`config.mk`:
```
export PLATFORM = sky130hd
export DESIGN_NAME = custom_countdown_timer
export DESIGN_NICKNAME = d
export VERILOG_FILES = /design/src/rtl/custom_timer_pkg.sv /design/src/rtl/custom_tick_prescaler.sv /design/src/rtl/custom_countdown_timer.sv
export SDC_FILE = /design/constraint.sdc
export NUM_CORES = 1
export LEC_CHECK = 0
export ABC_CLOCK_PERIOD_IN_PS = 3200
export CELL_PAD_IN_SITES_DETAIL_PLACEMENT = 0
export CELL_PAD_IN_SITES_GLOBAL_PLACEMENT = 1
export CORE_ASPECT_RATIO = 0.75
export CORE_MARGIN = 2
export CORE_UTILIZATION = 42
export CTS_CLUSTER_DIAMETER = 50
export DETAILED_ROUTE_END_ITERATION = 8
export PLACE_DENSITY_LB_ADDON = 0.08
export SLEW_MARGIN = 40
export SYNTH_ARGS = -nofsm -noshare
export SYNTH_HDL_FRONTEND = slang
export SYNTH_SLANG_ARGS = --single-unit
```
`constraint.sdc`:
```
create_clock -name clk -period 3.2 [get_ports clk]
set_input_delay 0.64 -clock clk [delete_from_list [all_inputs] [get_ports clk]]
set_output_delay 0.64 -clock clk [all_outputs]
set_load 0.02 [all_outputs]
```
`src/rtl/custom_timer_pkg.sv`:
```
// Shared types and sizing helpers for the countdown timer.
// No logic of its own; the divider width derives from the clock/tick ratio.
package custom_timer_pkg;

   typedef enum logic [1:0] {
      IDLE    = 2'd0,
      RUNNING = 2'd1,
      PAUSED  = 2'd2
   } timer_state_e;

   localparam int unsigned EXPIRE_CNT_W = 16;

   function automatic int unsigned calc_div(input int unsigned clk_hz, input int unsigned tick_hz);
      return clk_hz / tick_hz;
   endfunction

   function automatic int unsigned calc_presc_w(input int unsigned div);
      return (div < 2) ? 1 : $clog2(div);
   endfunction

endpackage

```
`src/rtl/custom_tick_prescaler.sv`:
```
// Clock divider: tick is combinational, high on the DIV-th running clock after a clear.
// No backpressure; run freezes the count, clear has priority over run.
module custom_tick_prescaler
   import custom_timer_pkg::*;
#(
   parameter int unsigned DIV = 10
) (
   input  logic clk,
   input  logic rst_n,
   input  logic run,
   input  logic clear,
   output logic tick
);

   localparam int unsigned PW = calc_presc_w(DIV);

   logic [PW-1:0] cnt_q, cnt_d;

   assign tick = run && (cnt_q == PW'(DIV - 1));

   always_comb begin
      cnt_d = cnt_q;
      if (clear) begin
         cnt_d = '0;
      end else if (run) begin
         cnt_d = tick ? '0 : cnt_q + PW'(1);
      end
   end

   always_ff @(posedge clk or negedge rst_n) begin
      if (!rst_n) begin
         cnt_q <= '0;
      end else begin
         cnt_q <= cnt_d;
      end
   end

endmodule

```
`src/rtl/custom_countdown_timer.sv`:
```
// PS-controlled countdown timer with sticky expiry irq and saturating expiry tally.
// All outputs registered; first decrement DIV clocks after start; no backpressure.
module custom_countdown_timer
   import custom_timer_pkg::*;
#(
   parameter int unsigned CLK_FREQ_HZ = 84000000,
   parameter int unsigned TICK_HZ     = 1,
   parameter int unsigned WIDTH       = 32
) (
   input  logic                    clk,
   input  logic                    rst_n,
   input  logic [WIDTH-1:0]        load_value,
   input  logic                    load_strobe,
   input  logic                    start,
   input  logic                    stop,
   input  logic                    periodic,
   input  logic                    irq_ack,
   output logic [WIDTH-1:0]        remaining,
   output logic                    busy,
   output logic                    irq,
   output logic [EXPIRE_CNT_W-1:0] expire_count
);

   localparam int unsigned DIV = calc_div(CLK_FREQ_HZ, TICK_HZ);

   timer_state_e            state_q, state_d;
   logic [WIDTH-1:0]        rem_q, rem_d;
   logic [WIDTH-1:0]        reload_q, reload_d;
   logic                    busy_q, busy_d;
   logic                    irq_q, irq_d;
   logic [EXPIRE_CNT_W-1:0] exp_cnt_q, exp_cnt_d;
   logic                    presc_run, presc_clr, tick;
   logic [WIDTH-1:0]        eff_rem;
   logic                    expired;

   // A stop arriving on a tick cycle wins: the prescaler freezes and no decrement happens.
   assign presc_run = (state_q == RUNNING) && !stop;
   assign eff_rem   = load_strobe ? load_value : rem_q;

   custom_tick_prescaler #(.DIV(DIV)) u_presc (
      .clk   (clk),
      .rst_n (rst_n),
      .run   (presc_run),
      .clear (presc_clr),
      .tick  (tick)
   );

   always_comb begin
      state_d   = state_q;
      rem_d     = rem_q;
      reload_d  = reload_q;
      irq_d     = irq_q;
      exp_cnt_d = exp_cnt_q;
      presc_clr = 1'b0;
      expired   = 1'b0;

      if (load_strobe) begin
         reload_d  = load_value;
         rem_d     = load_value;
         presc_clr = 1'b1;
      end

      case (state_q)
         RUNNING: begin
            if (stop) begin
               state_d = PAUSED;
            end else if (tick && !load_strobe) begin
               if (rem_q > WIDTH'(1)) begin
                  rem_d = rem_q - WIDTH'(1);
               end else begin
                  expired = 1'b1;
                  if (periodic && (reload_q != '0)) begin
                     rem_d = reload_q;
                  end else begin
                     rem_d   = '0;
                     state_d = IDLE;
                  end
               end
            end
         end
         default: begin
            if (start && !stop && (eff_rem != '0)) begin
               state_d   = RUNNING;
               presc_clr = 1'b1;
            end
         end
      endcase

      if (irq_ack) begin
         irq_d = 1'b0;
      end
      if (expired) begin
         irq_d = 1'b1;
         if (exp_cnt_q != '1) begin
            exp_cnt_d = exp_cnt_q + EXPIRE_CNT_W'(1);
         end
      end

      busy_d = (state_d == RUNNING);
   end

   always_ff @(posedge clk or negedge rst_n) begin
      if (!rst_n) begin
         state_q   <= IDLE;
         rem_q     <= '0;
         reload_q  <= '0;
         busy_q    <= 1'b0;
         irq_q     <= 1'b0;
         exp_cnt_q <= '0;
      end else begin
         state_q   <= state_d;
         rem_q     <= rem_d;
         reload_q  <= reload_d;
         busy_q    <= busy_d;
         irq_q     <= irq_d;
         exp_cnt_q <= exp_cnt_d;
      end
   end

   assign remaining    = rem_q;
   assign busy         = busy_q;
   assign irq          = irq_q;
   assign expire_count = exp_cnt_q;

endmodule
```
==> results.txt, run 1 <==
The count of instances resized after the clock tree is built came out at 0. The routed length on met2 came out at 7487 microns. The placed cell count is 921.

The synthesized area per cell is 9.765 sq um. After detailed routing, the average wire length per cell comes to 19.27 microns. The remaining antenna violation count after routing came out at 0. The number of synthesized flops with an enable pin is 0.

In the detailed route, the total length drawn on met3 is 1277 microns. The post-synthesis instance area is 0.006152 sq mm. The synthesis-to-finish area growth came out at 25.00%. The number of iterations in the first detailed-routing pass is 5. The proportion of layout cells with a drive suffix above 1 is 11.53%. The biggest fanout along the worst timing path came out at 12. In the final design database the tool counted 775 nets. The die extent in y is 108.8 microns. The root buffer cell is clkbuf_16. The final hold violation count is 0. The worst setup path is launched from an input pin.

The maximum level of the CTS H-tree came out at 3. The core outline area came out at 0.01441 sq mm. After detailed routing, the wire length on met1 is 8930 microns. The number of primary I/O pins came out at 89. The clock period minus final worst setup slack came out at 2.925 ns. The number of global-route vias before repair is 5,118. TritonCTS built the clock tree. The critical path arrival is 3.21 ns. The global-route usage over all layers came out at 24.33%. The remaining design rule violation count came out at 0.

The clock transition at the registers of the reported paths is 0.07 ns. The number of different library cells in the post-synthesis netlist came out at 56. STA classifies the critical path endpoint as a flop. The startpoint identified for the worst register-to-register timing path is remaining[21].

The critical path ends at u_presc.cnt_q[16]. In this run the cell area measured after placement is 0.007410 sq mm. The placer's final routability congestion estimate is 0.9047. The reported max-cap violation count is 0. The maximum number of pins on one net before global-route repair came out at 67. The static leakage power came out at 3.148 nW. Leaving out fill and tap cells, the most frequent cell in the layout is dfrtp_1. Setup violations remaining at the end of the flow were counted as 0.

The count of input and output buffers is 88. The sequential cell area fraction in the yosys report came out at 45.15%. The count of buffers added by post-CTS timing repair for setup came out at 0. The run finished with clean final reports. The starting density of the core is 42.70%. The final max-slew violation count is 0.

The routed layout has 5,356 vias. The utilization after layout came out at 53.38%. The initial antenna violation count came out at 0. The required time of the critical path came out at 3.49 ns.

The horizontal die dimension came out at 143.8 microns. The total inserted antenna cells came out at 0. Signal routing reaches up to met4. The number of cells on the worst reg-to-reg path came out at 7. The total grt overflow is 0.

The number of storage elements in the synthesis netlist is 111. At the pin with the least slew margin, the transition time is 0.7264 ns. After detailed routing, the total wire length is 18,060 microns.

The total clock sinks came out at 111. In this run the critical register-to-register path is captured at remaining[2]. The count of non-filler cells in the finished layout is 937. The number of nets produced by synthesis came out at 673. The power density relative to cell area came out at 430.7 mW/mm^2. Counting the buffers created by CTS gives 9. The HPWL after detailed placement came out at 13,210 microns.

Using the TritonRoute via totals, the vias-per-cell ratio works out to 5.716. The insertion delay of the later-clocked pin in the worst-skew pair is 0.36 ns. The path category of the worst min-delay check is input pin to async pin. The top cell types in the final layout, fill and taps aside, are dfrtp_1, clkdlybuf4s50_1, nor2_1, a21oi_1, nand2_1. The fmax came out at 341.9 MHz. The final non-filler cell area came out at 0.007690 sq mm. The worst setup skew after layout came out at 0.008664 ns. The count of mapped cells out of synthesis is 630. The setup check on the worst reg-to-reg path leaves a slack of 0.46 ns. The final period utilization came out at 91.39%. The count of hold-fix buffers inserted at cts came out at 0.

The maximum vdd drop came out at 0.0003146 V. The detailed router's first-iteration violation count is 378. The critical path starts at load_value[7]. Counting along the longest clock path gives a buffer depth of 2. The die covers 0.01564 sq mm. The most used flip-flop cell after synthesis is dfrtp_1. Headroom to the max-slew limit came out at 51.13%. The fraction of registers with async set or reset after synthesis came out at 100.0%.

The wire length of the first global-routing pass is 29,190 microns. In this run the core area contains 38 standard-cell rows. The count of yosys warnings during synthesis is 0. Setup repair after global routing left no endpoint under its margin.

The type of the setup path with the least slack is input pin to flop.
routing by layer:
metal / up-vias / track usage, %
met5: - / 0
met4: 0 / 7.143
met3: 24 / 6.368
met2: 191 / 33.10
met1: 2594 / 37.47
li1: 2547 / -
power breakdown:
part	total (mW)	switching [mW]	internal, mW
Combinational	0.601	0.314	0.287
Clock	1.08	0.546	0.532
Sequential	1.63	0.133	1.50
Total	3.31	0.993	2.32
per-stage QoR:
stage	total power [mW]	setup slack, ns	hold WS [ns]	setup TNS [ns]
6_report	3.312	0.2754	0.2751	0
4_1_cts	3.349	0.3434	0.2968	0
3_3_place_gp	2.244	-0.05367	0.4773	-0.6816
3_5_place_dp	2.257	-0.03513	0.4815	-0.2629
2_1_floorplan	1.947	0.6707	0.3444	0
5_1_grt	3.462	0.07485	0.3276	0
registers in the layout, indices dropped and copies added (netlist names):
| name | count |
|---|---|
| busy | 1 |
| reload_q | 32 |
| u_presc.cnt_q | 27 |
| state_q | 2 |
| irq | 1 |
| remaining | 32 |
| expire_count | 16 |
worst max-delay path, stage by stage:
cell and delay (ns):
clkdlybuf4s50_1 0.52, nor4b_1 0.31, buf_4 0.19, nand4_1 0.14
nor4_1 0.45, o21ai_0 0.30, a211o_1 0.50, nor2_1 0.16
cell usage after synthesis (all sizes together) (2+ instances only):
| cell | number | area share [%] |
|---|---|---|
| dfrtp | 111 | 45 |
| nor2 | 57 | 3.5 |
| a21oi | 44 | 3.6 |
| nand2 | 43 | 2.6 |
| nor4 | 31 | 3.6 |
| xnor2 | 28 | 4.0 |
| xor2 | 28 | 4.0 |
| mux2 | 25 | 4.6 |
| nand4 | 24 | 2.4 |
| nor3 | 20 | 1.6 |
| o21ai | 20 | 1.6 |
| clkbuf | 18 | 1.1 |
| inv | 18 | 1.1 |
| mux2i | 17 | 2.8 |
| nand3 | 17 | 1.6 |
| a221oi | 16 | 2.3 |
| and3 | 14 | 1.4 |
| a211oi | 9 | 1.1 |
| nor2b | 9 | 0.92 |
| buf | 8 | 0.65 |
| a22oi | 7 | 0.85 |
| and4 | 6 | 0.85 |
| nor4b | 6 | 1.3 |
| or4 | 5 | 0.73 |
| a31oi | 4 | 0.41 |
| and2 | 4 | 0.41 |
| ha | 4 | 0.81 |
| o21a | 4 | 0.49 |
| or3 | 4 | 0.41 |
| a2111oi | 3 | 0.43 |
| nand3b | 3 | 0.37 |
| o21bai | 3 | 0.37 |
| nand2b | 2 | 0.20 |
| nor3b | 2 | 0.43 |
| o22ai | 2 | 0.20 |
| o31a | 2 | 0.28 |
| or3b | 2 | 0.28 |
how the worst min path moves through the flow:
stage | end | from | depth (start not counted)
floorplan | busy | rst_n | 0
global placement | expire_count[10] | expire_count[10] | 1
detailed placement | expire_count[6] | expire_count[6] | 1
CTS | u_presc.cnt_q[21] | rst_n | 1
global route | u_presc.cnt_q[10] | rst_n | 1
finish | u_presc.cnt_q[10] | rst_n | 1
area by class of cell:
type	count	area [sq um]
clock buffer	10	229.0
sequential	111	2778
tap	200	250.2
multi-input combinational	475	3214
clock inverter	6	45.04
inverter	18	67.56
fill	1281	6716
timing repair buffer	117	1106
kinds of logic after synthesis:
group,share of synthesized area (%)
AOI/OAI and AO/OA,12.87
xor gates and xnor gates,7.972
adders and majority gates,0.8135
buffers and inverters,2.847
DFF,45.15
muxes,7.342
and+or+nand+nor,23.00
(Power assumes the default switching activity.)
==> run 2, diff against run 1 <==
--- a/config.mk
+++ b/config.mk
@@ -6,11 +6,9 @@
 export NUM_CORES = 1
 export LEC_CHECK = 0
 export ABC_CLOCK_PERIOD_IN_PS = 3200
-export CELL_PAD_IN_SITES_DETAIL_PLACEMENT = 0
-export CELL_PAD_IN_SITES_GLOBAL_PLACEMENT = 1
 export CORE_ASPECT_RATIO = 0.75
 export CORE_MARGIN = 2
-export CORE_UTILIZATION = 42
+export CORE_UTILIZATION = 50
 export CTS_CLUSTER_DIAMETER = 50
 export DETAILED_ROUTE_END_ITERATION = 8
 export PLACE_DENSITY_LB_ADDON = 0.08
==> results.txt, run 2 (synthesis gave the netlist of run 1 again) <==
The worst hold slack after final layout was 0.2889 ns (+0.01384 ns). The total grt overflow came out at 0 (unchanged). The static leakage power is 3.147 nW (about the same). The overall die area is 0.01322 sq mm (-16%).

The count of instances resized after the clock tree is built came to 0 (unchanged). The biggest fanout along the worst timing path was 14 (+2). The top cell types in the final layout, fill and taps aside, are dfrtp_1, clkdlybuf4s50_1, nor2_1, a21oi_1, nand2_1. The routed wire length came out at 17,140 microns (-5.1%). TritonCTS built the clock tree. The placer's final routability congestion estimate came out at 0.8725 (-3.6%). The number of iterations in the first detailed-routing pass came out at 5 (unchanged). In this run the clock root is driven by a clkbuf_16.

The global-route usage over all layers is 26.90% (+2.6 points). The launching element type of the critical path is a flop. The routed length on met1 is 8142 microns (-8.8%). The number of global-route vias before repair is 5,233 (+2.2%). The die extent in y is 100.1 microns (-8.0%). The total clock sinks is 111 (unchanged).

Setup repair after global routing left no endpoint under its margin. The HPWL after detailed placement is 12,690 microns (-3.9%). STA classifies the critical path endpoint as a flop. The worst relative slew slack came to 51.72% (+0.59 points).

Compared with the post-synthesis result, the final layout area differs by 23.86%. The remaining design rule violation count came out at 0 (unchanged). The critical path arrival was 3.16 ns (-0.05 ns). The remaining antenna violation count after routing came out at 0 (unchanged). Leaving out fill and tap cells, the most frequent cell in the layout is dfrtp_1. The insertion delay of the later-clocked pin in the worst-skew pair is 0.36 ns (about the same).

The fill cell total of the finished layout was 997 (-22%). The final hold violation count is 0 (unchanged). The uppermost layer routed is met4. The initial antenna violation count came out at 0 (unchanged). The core outline area was 0.01213 sq mm (-16%).

The number of rows in the core area came out at 35 (-7.9%). The reported max-cap violation count was 0 (unchanged). The overall via count from detail_route came out at 5,478 (+2.3%). The fmax is 345.9 MHz (+1.2%). The average detailed-routed wire length per instance came to 19.08 microns (-0.99%). The maximum vdd drop came out at 0.0003769 V (+20%). The maximum count of clock buffers along a single path is 2 (unchanged). The wire length of the first global-routing pass came out at 27,940 microns (-4.3%).

The horizontal die dimension is 132.1 microns (-8.1%). The starting density of the core is 50.72% (+8.0 points). The maximum level of the CTS H-tree is 3 (unchanged). The final max-slew violation count is 0 (unchanged). The utilization after layout came out at 62.82% (+9.4 points).

The number of endpoints failing setup at the final stage is 0 (unchanged). The count of buffers added by post-CTS timing repair for setup came out at 0 (unchanged). The detailed router's first-iteration violation count is 481 (+27%). The net count of the finished layout is 770 (-0.65%). The worst setup skew after layout came to 0.009126 ns (+0.0004613 ns). The proportion of layout cells with a drive suffix above 1 came to 10.93% (-0.60 points).

The count of input and output buffers came out at 88 (unchanged). The clock period minus final worst setup slack came out at 2.891 ns (-0.03394 ns). The routed length on met2 came out at 7472 microns (-0.20%). The final period utilization is 90.33% (-1.1 points). The final setup TNS is 0 ns (unchanged). In this run the worst hold path is classified as input pin to async pin. The count of hold-fix buffers inserted at cts came out at 0 (unchanged).

The maximum number of pins on one net before global-route repair is 47 (-30%). The number of primary I/O pins came out at 89 (unchanged). The setup slack of the critical path after layout is 0.3093 ns (+0.03394 ns). The detailed-route vias per instance came out at 6.100 (+6.7%). The clock buffer count from CTS came to 9 (unchanged). The measured slew at the worst slew-check pin is 0.7175 ns (-0.008837 ns).

The required time of the critical path came out at 3.47 ns (-0.02 ns). The critical path in this run is classified as flop to flop. The worst slack at placement came out at 0.1107 ns (+0.1458 ns). The total inserted antenna cells came out at 0 (unchanged). The post-route total power came out at 3.312 mW (about the same). The clock transition at the registers of the reported paths was 0.08 ns (about the same). The flow ran to the end, and the final reports show no timing, DRC or antenna violations. The power density relative to cell area came to 434.7 mW/mm^2 (+0.92%). The met3 layer wire length in the routed design came out at 1354 microns (+6.0%).
[run 2: changes by cell type in the layout (fill, tap and decap cells not counted), sizes merged]
cell and delta:
buf -5, clkinv +2, clkinvlp -2, clkbuf -1, inv +1
[run 2: final timing paths]
| check | from | to | slack [ns] | cells past startpoint |
|---|---|---|---|---|
| min in group clk | expire_count[10] | expire_count[10] | 0.49 | 1 |
| worst max-delay path | remaining[16] | remaining[22] | 0.31 | 7 |
| max in group asynchronous | rst_n | u_presc.cnt_q[2] | 2.08 | 2 |
| worst max register to register | remaining[16] | remaining[22] | 0.31 | 7 |
| worst min register to register | expire_count[10] | expire_count[10] | 0.49 | 1 |
| worst min-delay path | rst_n | reload_q[30] | 0.29 | 1 |
[run 2: per-stage QoR]
stage               instances  instance area (sq um)
finish                    898                   7620
global route              898                   7620
CTS                       898                   7611
detailed placement        882                   7330
global placement          882                   7330
floorplan                 630                   6152
[run 2: routing by layer]
| metal | track usage, % | vias up |
|---|---|---|
| met4 | 6.438 | 0 |
| met1 | 40.33 | 2701 |
| met5 | 0 | - |
| met2 | 40.18 | 234 |
| met3 | 5.455 | 17 |
| li1 | - | 2526 |
[run 2: area by class of cell]
cell class                 instances  area [sq um]  share of cell area [%]
clock inverter                     7         56.30                  0.7389
timing repair buffer             112          1069                   14.02
sequential                       111          2778                   36.45
inverter                          18         67.56                  0.8867
clock buffer                       9         225.2                   2.956
multi-input combinational        475          3217                   42.22
tap                              166         207.7                   2.726
[run 2: critical path: stages (launching register included)]
cell	delay (ns)
dfrtp_1	0.49
or4_1	0.63
nor4_4	0.42
nand3_4	0.30
nor2_2	0.41
buf_4	0.27
a22oi_1	0.10
a21oi_1	0.18
[run 2: power breakdown]
group	switching [mW]	total, mW	internal, mW
Sequential	0.133	1.63	1.50
Clock	0.552	1.09	0.538
Combinational	0.309	0.589	0.280
Total	0.994	3.31	2.32
